`src/rtl/adder_meas_pkg.sv`:
```
// adder_meas_pkg
// Shared definitions for the adder measurement controller: the FSM state
// encoding, the default operand-settle time and the datapath widths.
package adder_meas_pkg;

  localparam int unsigned SETTLE_CYCLES_DEFAULT = 4;
  localparam int unsigned WINDOW_W              = 16;
  localparam int unsigned DATA_W                = 32;

  typedef enum logic [2:0] {
    ST_IDLE,
    ST_LOAD,
    ST_SETTLE,
    ST_RUN,
    ST_STOP,
    ST_CAPTURE
  } meas_state_t;

endpackage

```
`src/rtl/adder_meas_timer.sv`:
```
// adder_meas_timer
// Loadable down-counter with a zero flag. The controller loads it with
// (duration - 1) on entry to a timed state and decrements it each cycle.
// The count parks at zero rather than wrapping.
//
// Ports:
//   clock      - clock
//   reset      - asynchronous active-high reset
//   load       - load load_value (takes priority over dec)
//   load_value - value to load
//   dec        - decrement by one when not already zero
//   zero       - count is zero
module adder_meas_timer
  import adder_meas_pkg::*;
(
  input  logic                clock,
  input  logic                reset,
  input  logic                load,
  input  logic [WINDOW_W-1:0] load_value,
  input  logic                dec,
  output logic                zero
);

  logic [WINDOW_W-1:0] count;

  always_ff @(posedge clock or posedge reset) begin
    if (reset) begin
      count <= '0;
    end else if (load) begin
      count <= load_value;
    end else if (dec && (count != '0)) begin
      count <= count - WINDOW_W'(1);
    end
  end

  assign zero = (count == '0);

endmodule

```
`src/rtl/adder_measure_ctrl.sv`:
```
// adder_measure_ctrl
// Sequences one delay measurement of an instrumented adder: latch operands,
// clear the oscillation counter, let the operands settle, enable the ring
// for a window of clocks, let the counter quiesce, then capture sum and count.
//
// Ports:
//   wb_clk_i, wb_rst_i         - clock, asynchronous active-high reset
//   start, abort               - begin / cancel a measurement
//   a_value, b_value           - operands to apply
//   ext_sel_in                 - 0 ring path, 1 external chain path
//   window                     - ring-enable window in clocks (0 acts as 1)
//   sum_in, count_in           - adder sum and oscillation count to capture
//   adder_a, adder_b, ext_sel  - latched operands / path select to the adder
//   ring_en, counter_en        - ring oscillator and counter enables
//   counter_clr                - counter clear (during LOAD)
//   busy, done, aborted        - status; done/aborted are one-cycle pulses
//   result_sum, result_count   - captured results
//   count_sat                  - captured count is all ones
module adder_measure_ctrl
  import adder_meas_pkg::*;
#(
  parameter int unsigned SETTLE_CYCLES = SETTLE_CYCLES_DEFAULT
) (
  input  logic                wb_clk_i,
  input  logic                wb_rst_i,
  input  logic                start,
  input  logic                abort,
  input  logic [DATA_W-1:0]   a_value,
  input  logic [DATA_W-1:0]   b_value,
  input  logic                ext_sel_in,
  input  logic [WINDOW_W-1:0] window,
  input  logic [DATA_W-1:0]   sum_in,
  input  logic [DATA_W-1:0]   count_in,
  output logic [DATA_W-1:0]   adder_a,
  output logic [DATA_W-1:0]   adder_b,
  output logic                ext_sel,
  output logic                ring_en,
  output logic                counter_en,
  output logic                counter_clr,
  output logic                busy,
  output logic                done,
  output logic                aborted,
  output logic [DATA_W-1:0]   result_sum,
  output logic [DATA_W-1:0]   result_count,
  output logic                count_sat
);

  meas_state_t         state, state_next;
  logic [WINDOW_W-1:0] window_q;
  logic                stop_second;
  logic                timer_load, timer_dec, timer_zero;
  logic [WINDOW_W-1:0] timer_value;
  logic                latch_start, take_abort, capture;

  adder_meas_timer u_timer (
    .clock      (wb_clk_i),
    .reset      (wb_rst_i),
    .load       (timer_load),
    .load_value (timer_value),
    .dec        (timer_dec),
    .zero       (timer_zero)
  );

  // State register plus the small amount of per-measurement context:
  // the latched window (needed when RUN is entered) and which STOP cycle we are in.
  always_ff @(posedge wb_clk_i or posedge wb_rst_i) begin
    if (wb_rst_i) begin
      state       <= ST_IDLE;
      window_q    <= '0;
      stop_second <= 1'b0;
    end else begin
      state       <= state_next;
      stop_second <= (state == ST_STOP) && !stop_second;
      if (latch_start) begin
        window_q <= window;
      end
    end
  end

  // Next-state logic. The timer is loaded with (duration - 1) on the edge that
  // enters SETTLE or RUN, so the state exits on the cycle the timer reads zero.
  always_comb begin
    state_next  = state;
    timer_load  = 1'b0;
    timer_value = '0;
    timer_dec   = 1'b0;
    latch_start = 1'b0;
    take_abort  = 1'b0;
    capture     = 1'b0;
    case (state)
      ST_IDLE: begin
        if (start) begin
          latch_start = 1'b1;
          state_next  = ST_LOAD;
        end
      end
      ST_LOAD: begin
        if (abort) begin
          take_abort = 1'b1;
          state_next = ST_IDLE;
        end else begin
          timer_load  = 1'b1;
          timer_value = WINDOW_W'(SETTLE_CYCLES - 1);
          state_next  = ST_SETTLE;
        end
      end
      ST_SETTLE: begin
        if (abort) begin
          take_abort = 1'b1;
          state_next = ST_IDLE;
        end else if (timer_zero) begin
          timer_load  = 1'b1;
          // A zero window still gives one enabled cycle.
          timer_value = (window_q == '0) ? '0 : window_q - WINDOW_W'(1);
          state_next  = ST_RUN;
        end else begin
          timer_dec = 1'b1;
        end
      end
      ST_RUN: begin
        if (abort) begin
          take_abort = 1'b1;
          state_next = ST_IDLE;
        end else if (timer_zero) begin
          state_next = ST_STOP;
        end else begin
          timer_dec = 1'b1;
        end
      end
      ST_STOP: begin
        if (stop_second) begin
          capture    = 1'b1;
          state_next = ST_CAPTURE;
        end
      end
      ST_CAPTURE: begin
        state_next = ST_IDLE;
      end
      default: begin
        state_next = ST_IDLE;
      end
    endcase
  end

  // Outputs are decoded from the next state and registered, so each output
  // lines up with the state it belongs to and comes straight from a flop.
  always_ff @(posedge wb_clk_i or posedge wb_rst_i) begin
    if (wb_rst_i) begin
      adder_a      <= '0;
      adder_b      <= '0;
      ext_sel      <= 1'b0;
      ring_en      <= 1'b0;
      counter_en   <= 1'b0;
      counter_clr  <= 1'b0;
      busy         <= 1'b0;
      done         <= 1'b0;
      aborted      <= 1'b0;
      result_sum   <= '0;
      result_count <= '0;
      count_sat    <= 1'b0;
    end else begin
      ring_en     <= (state_next == ST_RUN);
      counter_en  <= (state_next == ST_RUN);
      counter_clr <= (state_next == ST_LOAD);
      busy        <= (state_next != ST_IDLE);
      done        <= (state_next == ST_CAPTURE);
      aborted     <= take_abort;
      if (latch_start) begin
        adder_a <= a_value;
        adder_b <= b_value;
        ext_sel <= ext_sel_in;
      end
      if (capture) begin
        result_sum   <= sum_in;
        result_count <= count_in;
        count_sat    <= &count_in;
      end
    end
  end

endmodule

```
`config.mk`:
```
export PLATFORM = sky130hd
export DESIGN_NAME = adder_measure_ctrl
export DESIGN_NICKNAME = d
export VERILOG_FILES = /design/src/rtl/adder_meas_pkg.sv /design/src/rtl/adder_meas_timer.sv /design/src/rtl/adder_measure_ctrl.sv
export SDC_FILE = /design/constraint.sdc
export NUM_CORES = 1
export LEC_CHECK = 0
export CAP_MARGIN = 10
export CORE_UTILIZATION = 47
export CTS_CLUSTER_SIZE = 8
export DETAILED_ROUTE_END_ITERATION = 10
export PLACE_DENSITY = 0.86
export SLEW_MARGIN = 40
export SYNTH_ARGS = -nofsm -noshare
export SYNTH_HDL_FRONTEND = slang
export SYNTH_SLANG_ARGS = --single-unit
```
`constraint.sdc`:
```
create_clock -name wb_clk_i -period 8.68 [get_ports wb_clk_i]
set_input_delay 1.302 -clock wb_clk_i [delete_from_list [all_inputs] [get_ports wb_clk_i]]
set_output_delay 1.302 -clock wb_clk_i [all_outputs]
set_load 0.02 [all_outputs]
```
* Word level (Yosys, flattened, before mapping)
Cells that the tools add are included.
Storage, ports and cells: register bits 171, bits of input ports 149, word-level logic and storage cells 64, output and inout bits 136
Cells by class: reduce and logical (&&, ||, !) cells 12, muxes and demuxes 28, add/subtract/negate cells 2, eq/ne operators 7
Operators by type and width (count):
- $mux W16 | 5
- $logic_not A16 Y1 | 2
- $pmux W16 S2 | 1
- $reduce_and A32 Y1 | 1
- $sub A16 B1 Y16 const B | 2
- $mux W3 | 6
- $reduce_bool A16 Y1 | 1
- $pmux W3 S5 | 1
- $mux W1 | 12
- $eq A3 B2 Y1 const B | 3
- $eq A3 B1 Y1 const B | 2
- $eq A3 B3 Y1 const B | 2
- $mux W2 | 2
- $logic_not A3 Y1 | 1
- $reduce_bool A3 Y1 | 1
- $reduce_or A3 Y1 | 1
- $logic_and A1 B1 Y1 | 2
- $pmux W1 S2 | 1
- $reduce_bool A2 Y1 | 1
- $reduce_or A2 Y1 | 1
- $logic_not A1 Y1 | 1

* Depth between registers and ports, before layout
depth in word-level cells 7, gate-level depth with buffers 9, mapped depth without buffers 9

* Hierarchy
A second synthesis with hierarchy kept.
Second synthesis, totals: cell total of the unflattened synthesis 543, area total of the unflattened synthesis 7258.2 um^2
Modules (own cells, without submodules):
- adder_measure_ctrl | cells each 421, area each 6223.5 um^2, instances 1, sequential area each 3878.7 um^2
- adder_meas_timer | cells each 122, area each 1034.7 um^2, instances 1, sequential area each 400.4 um^2

* Worst setup path after synthesis
Ideal clock, no wire load.
path type input -> register, from input start, to register adder_a[0], path buffers 2, data required time 8.555 ns, stages 4, slack 5.954 ns, setup time 0.125 ns, arrival time 2.601 ns, cell sequence nor4b_1 > clkbuf_1 > buf_2 > mux2_2
Between the ends: longest elaborated chain between the ends 2
RTL lines:
- from (decl) | line adder_measure_ctrl.sv:26 | input logic start,
- $mux W1 | line adder_measure_ctrl.sv:92 | if (start) begin
- $mux W1 | line adder_measure_ctrl.sv:90 | case (state)
- to (signal assigned) | line adder_measure_ctrl.sv:169 | adder_a <= a_value;
- to (decl) | line adder_measure_ctrl.sv:34 | output logic [DATA_W-1:0] adder_a,
Every way passes these cells. A chain may end at the register's enable or synchronous reset.

* Worst setup path after layout
from input abort, to register u_timer.count[15]
Between the ends: longest elaborated chain between the ends 4, elaborated cells between the ends (all ways) 10, classes of those cells 8 x mux; 2 x reduce/logical
RTL lines:
- from (decl) | line adder_measure_ctrl.sv:27 | input logic abort,
- $mux W1 | line adder_measure_ctrl.sv:121 | if (abort) begin
- $mux W1
- $logic_and A1 B1 Y1 | line adder_meas_timer.sv:31 | end else if (dec && (count != '0)) begin
- $reduce_bool A2 Y1 (no source line)
- to (signal assigned) | line adder_meas_timer.sv:30 | count <= load_value;
- to (signal assigned) | line adder_meas_timer.sv:32 | count <= count - WINDOW_W'(1);
- to (decl) | line adder_meas_timer.sv:24 | logic [WINDOW_W-1:0] count;
Parallel ways exist; a longest one is shown, timed or not.

==> impl_metrics.json <==
{
  "synth_cell_types": 44,
  "hpwlAfterDp_um": 14540,
  "yosys.area.top_type": "dfrtp_1",
  "wirelength_um": 19610,
  "rsz0062_at_grt": "false",
  "finalCriticalPeriod_ns": 2.912,
  "synthTopCellsByCount": "dfrtp_1 (171), mux2_2 (143), nor2_1 (22)",
  "crit_slowest_cell": "o21ai_2",
  "startpoint_type": "input pin",
  "first_pass_iters": 8,
  "end_kind": "flip-flop",
  "routedWlPerCell_um": 19.53,
  "drtIter0Drc": 316,
  "avgSynthCellArea_um2": 13.59,
  "path_common_cell": "nor2_1",
  "critPathTopFamily": "simple AND/OR/NAND/NOR gates",
  "fin_nets": 960,
  "grt_pass1_wl_um": 31600,
  "vias_per_cell": 5.444,
  "timing.critical_path.buf_inv": 1,
  "synth_top_area_share_pct": 59.96,
  "yosysMostFrequentCell": "dfrtp_1",
  "crit_required_ns": 8.98,
  "worst_pin_slew_ns": 0.7716,
  "grt_use_total_pct": 26.19,
  "drc_errors": 24,
  "cts_sinks": 171,
  "die_w_um": 125.2,
  "power_density_mw_per_mm2": 291.3,
  "post_cts_buffers": 0,
  "final_layout_size_suffix_gt1_share_pct": 23.17,
  "vias": 5466,
  "synth-edff-count": 0,
  "grt_overflow": 0,
  "clk_latency_ns": 0.43,
  "final-setup-viol-count": 0,
  "holdBufCountCts": 0,
  "postRouteAntennaNets": 0,
  "gp_congestion": 0.8487,
  "yosysWarnings": 0,
  "fmax_ghz": 0.3434,
  "die_h_um": 125.2,
  "std_cell_rows": 44,
  "failed_checks": "DRC",
  "core_region_area_mm2": 0.01470,
  "synth_async_sr_flop_share_pct": 100.0,
  "hold_path_class": "flip-flop to flip-flop",
  "finalSetupTns_ns": 0,
  "critPathMaxFanout": 18,
  "final_util_pct": 73.04,
  "clk_pin_slew_ns": 0.06,
  "irDropWorstVdd_mv": 0.1831,
  "synthFlopType": "dfrtp_1",
  "numPortBuffers": 284,
  "finalHoldViolations": 0,
  "yosys-top-cells-area": "dfrtp_1 (60%), mux2_2 (23%), o21ai_0 (1.3%), nor3_1 (1.2%), nor2_1 (1.2%)",
  "clock_tree.buffer_depth": 2,
  "worstPathArrival_ns": 3.21,
  "antenna_found_initial": 0,
  "grt_max_degree": 95,
  "syn-cell-area_mm2": 0.007137,
  "start_util_pct": 48.55,
  "fin_skew_ns": 0.008438,
  "seq_area_frac_synth_pct": 59.96,
  "slew_headroom_pct": 48.56,
  "critical_path_class": "input pin to flip-flop",
  "cts_root_buf": "clkbuf_16",
  "cp_cell_sequence": "clkdlybuf4s50_1 -> nor2_1 -> nand3b_1 -> o21ai_2 -> nor2_1 -> nand4b_1 -> o211ai_1",
  "syn_nets": 677,
  "cts_buffers": 17,
  "die-area_mm2": 0.01568,
  "finalCritPeriodShare_pct": 33.55,
  "cts_tree": "built",
  "status": "finished with violations",
  "cellLeakagePower_nw": 4.487,
  "maxCapViolCount": 0,
  "max_stage_delay_ns": 0.60,
  "cts_resized": 0,
  "yosys_register_bits": 171,
  "area_growth_pct": 50.44,
  "syn_inst": 525,
  "final_max_slew_viol_count": 0,
  "io_pins": 285,
  "h-tree-depth": 4,
  "first_global_vias": 5857,
  "antenna_cells": 0
}
per-layer routing:
layer	wire (um)	share of wire [%]	global-route usage, %
met5	0	0	0
met4	499	2.5	10.33
met3	1493	7.6	8.387
met2	10360	53	46.43
met1	7251	37	29.24
metrics by stage:
step	instance area, um^2	power, mW	setup WS [ns]	hold WS, ns	cells
6_report	10740	3.128	5.768	0.4221	1004
5_1_grt	10740	3.272	5.583	0.4553	1004
4_1_cts	10730	3.147	5.815	0.4266	1004
3_5_place_dp	10150	2.383	5.389	0.4187	973
3_3_place_gp	10140	2.335	5.283	0.4092	973
2_1_floorplan	7137	1.811	2.746	0.3948	525
path summary, 6_finish.rpt:
| check | startpoint | slack, ns | cells after the start | end |
|---|---|---|---|---|
| worst max-delay path | abort | 5.77 | 7 | u_timer.count[15] |
| worst min-delay path | stop_second | 0.42 | 1 | stop_second |
| worst max register to register | u_timer.count[0] | 6.12 | 8 | u_timer.count[15] |
| worst min register to register | stop_second | 0.42 | 1 | stop_second |
| max in group asynchronous | wb_rst_i | 6.16 | 3 | result_sum[13] |
| min in group asynchronous | wb_rst_i | 1.37 | 2 | result_sum[16] |
flip-flops by register name, summed over array words and instances (netlist names):
name and count:
adder_a 32, state 3, stop_second 1, result_sum 32, counter_en 1, done 1, result_count 32, adder_b 32
ext_sel 1, counter_clr 1, u_timer.count 16, window_q 16, aborted 1, busy 1, count_sat 1
cell type report:
class	count	area (um^2)
Clock inverter	11	120.1
Fill cell	977	3963
Timing Repair Buffer	288	2880
Tap cell	184	230.2
Clock buffer	20	466.7
Inverter	8	37.54
Sequential cell	171	4279
Multi-Input combinational cell	322	2723
cell families after synthesis:
kind of cell    count (synthesis)  share of synthesized area, %
mux                           144                         22.70
fa+ha+maj                       3                        0.5260
xor+xnor                       16                         1.964
simple gates                  112                         8.643
flops                         171                         59.96
compound gates                 47                         4.208
buf+inv                        32                         1.999
where the power goes:
| group | total (mW) | switching, mW | internal (mW) |
|---|---|---|---|
| sequential | 1.21 | 0.183 | 1.03 |
| clock | 0.755 | 0.311 | 0.444 |
| combinational | 1.16 | 0.558 | 0.604 |
| total | 3.13 | 1.05 | 2.08 |
cells in the final DEF (no fill, tap or decap), types with 4 or more instances in the layout:
cell type	netlist	layout
nand2_1	20	20
xnor2_1	8	8
clkinv_2	0	4
nor4_1	10	10
nand3_1	4	4
or3_1	5	5
nand4_1	10	10
xor2_1	8	8
nor2_1	22	22
nor3_1	17	17
o21ai_0	18	18
clkdlybuf4s50_1	0	284
inv_1	7	6
o22ai_1	5	5
a21oi_1	6	6
clkbuf_16	0	17
dfrtp_1	171	171
o211ai_1	4	4
nor3b_1	4	4
mux2_2	143	143
(Power assumes the default switching activity.)
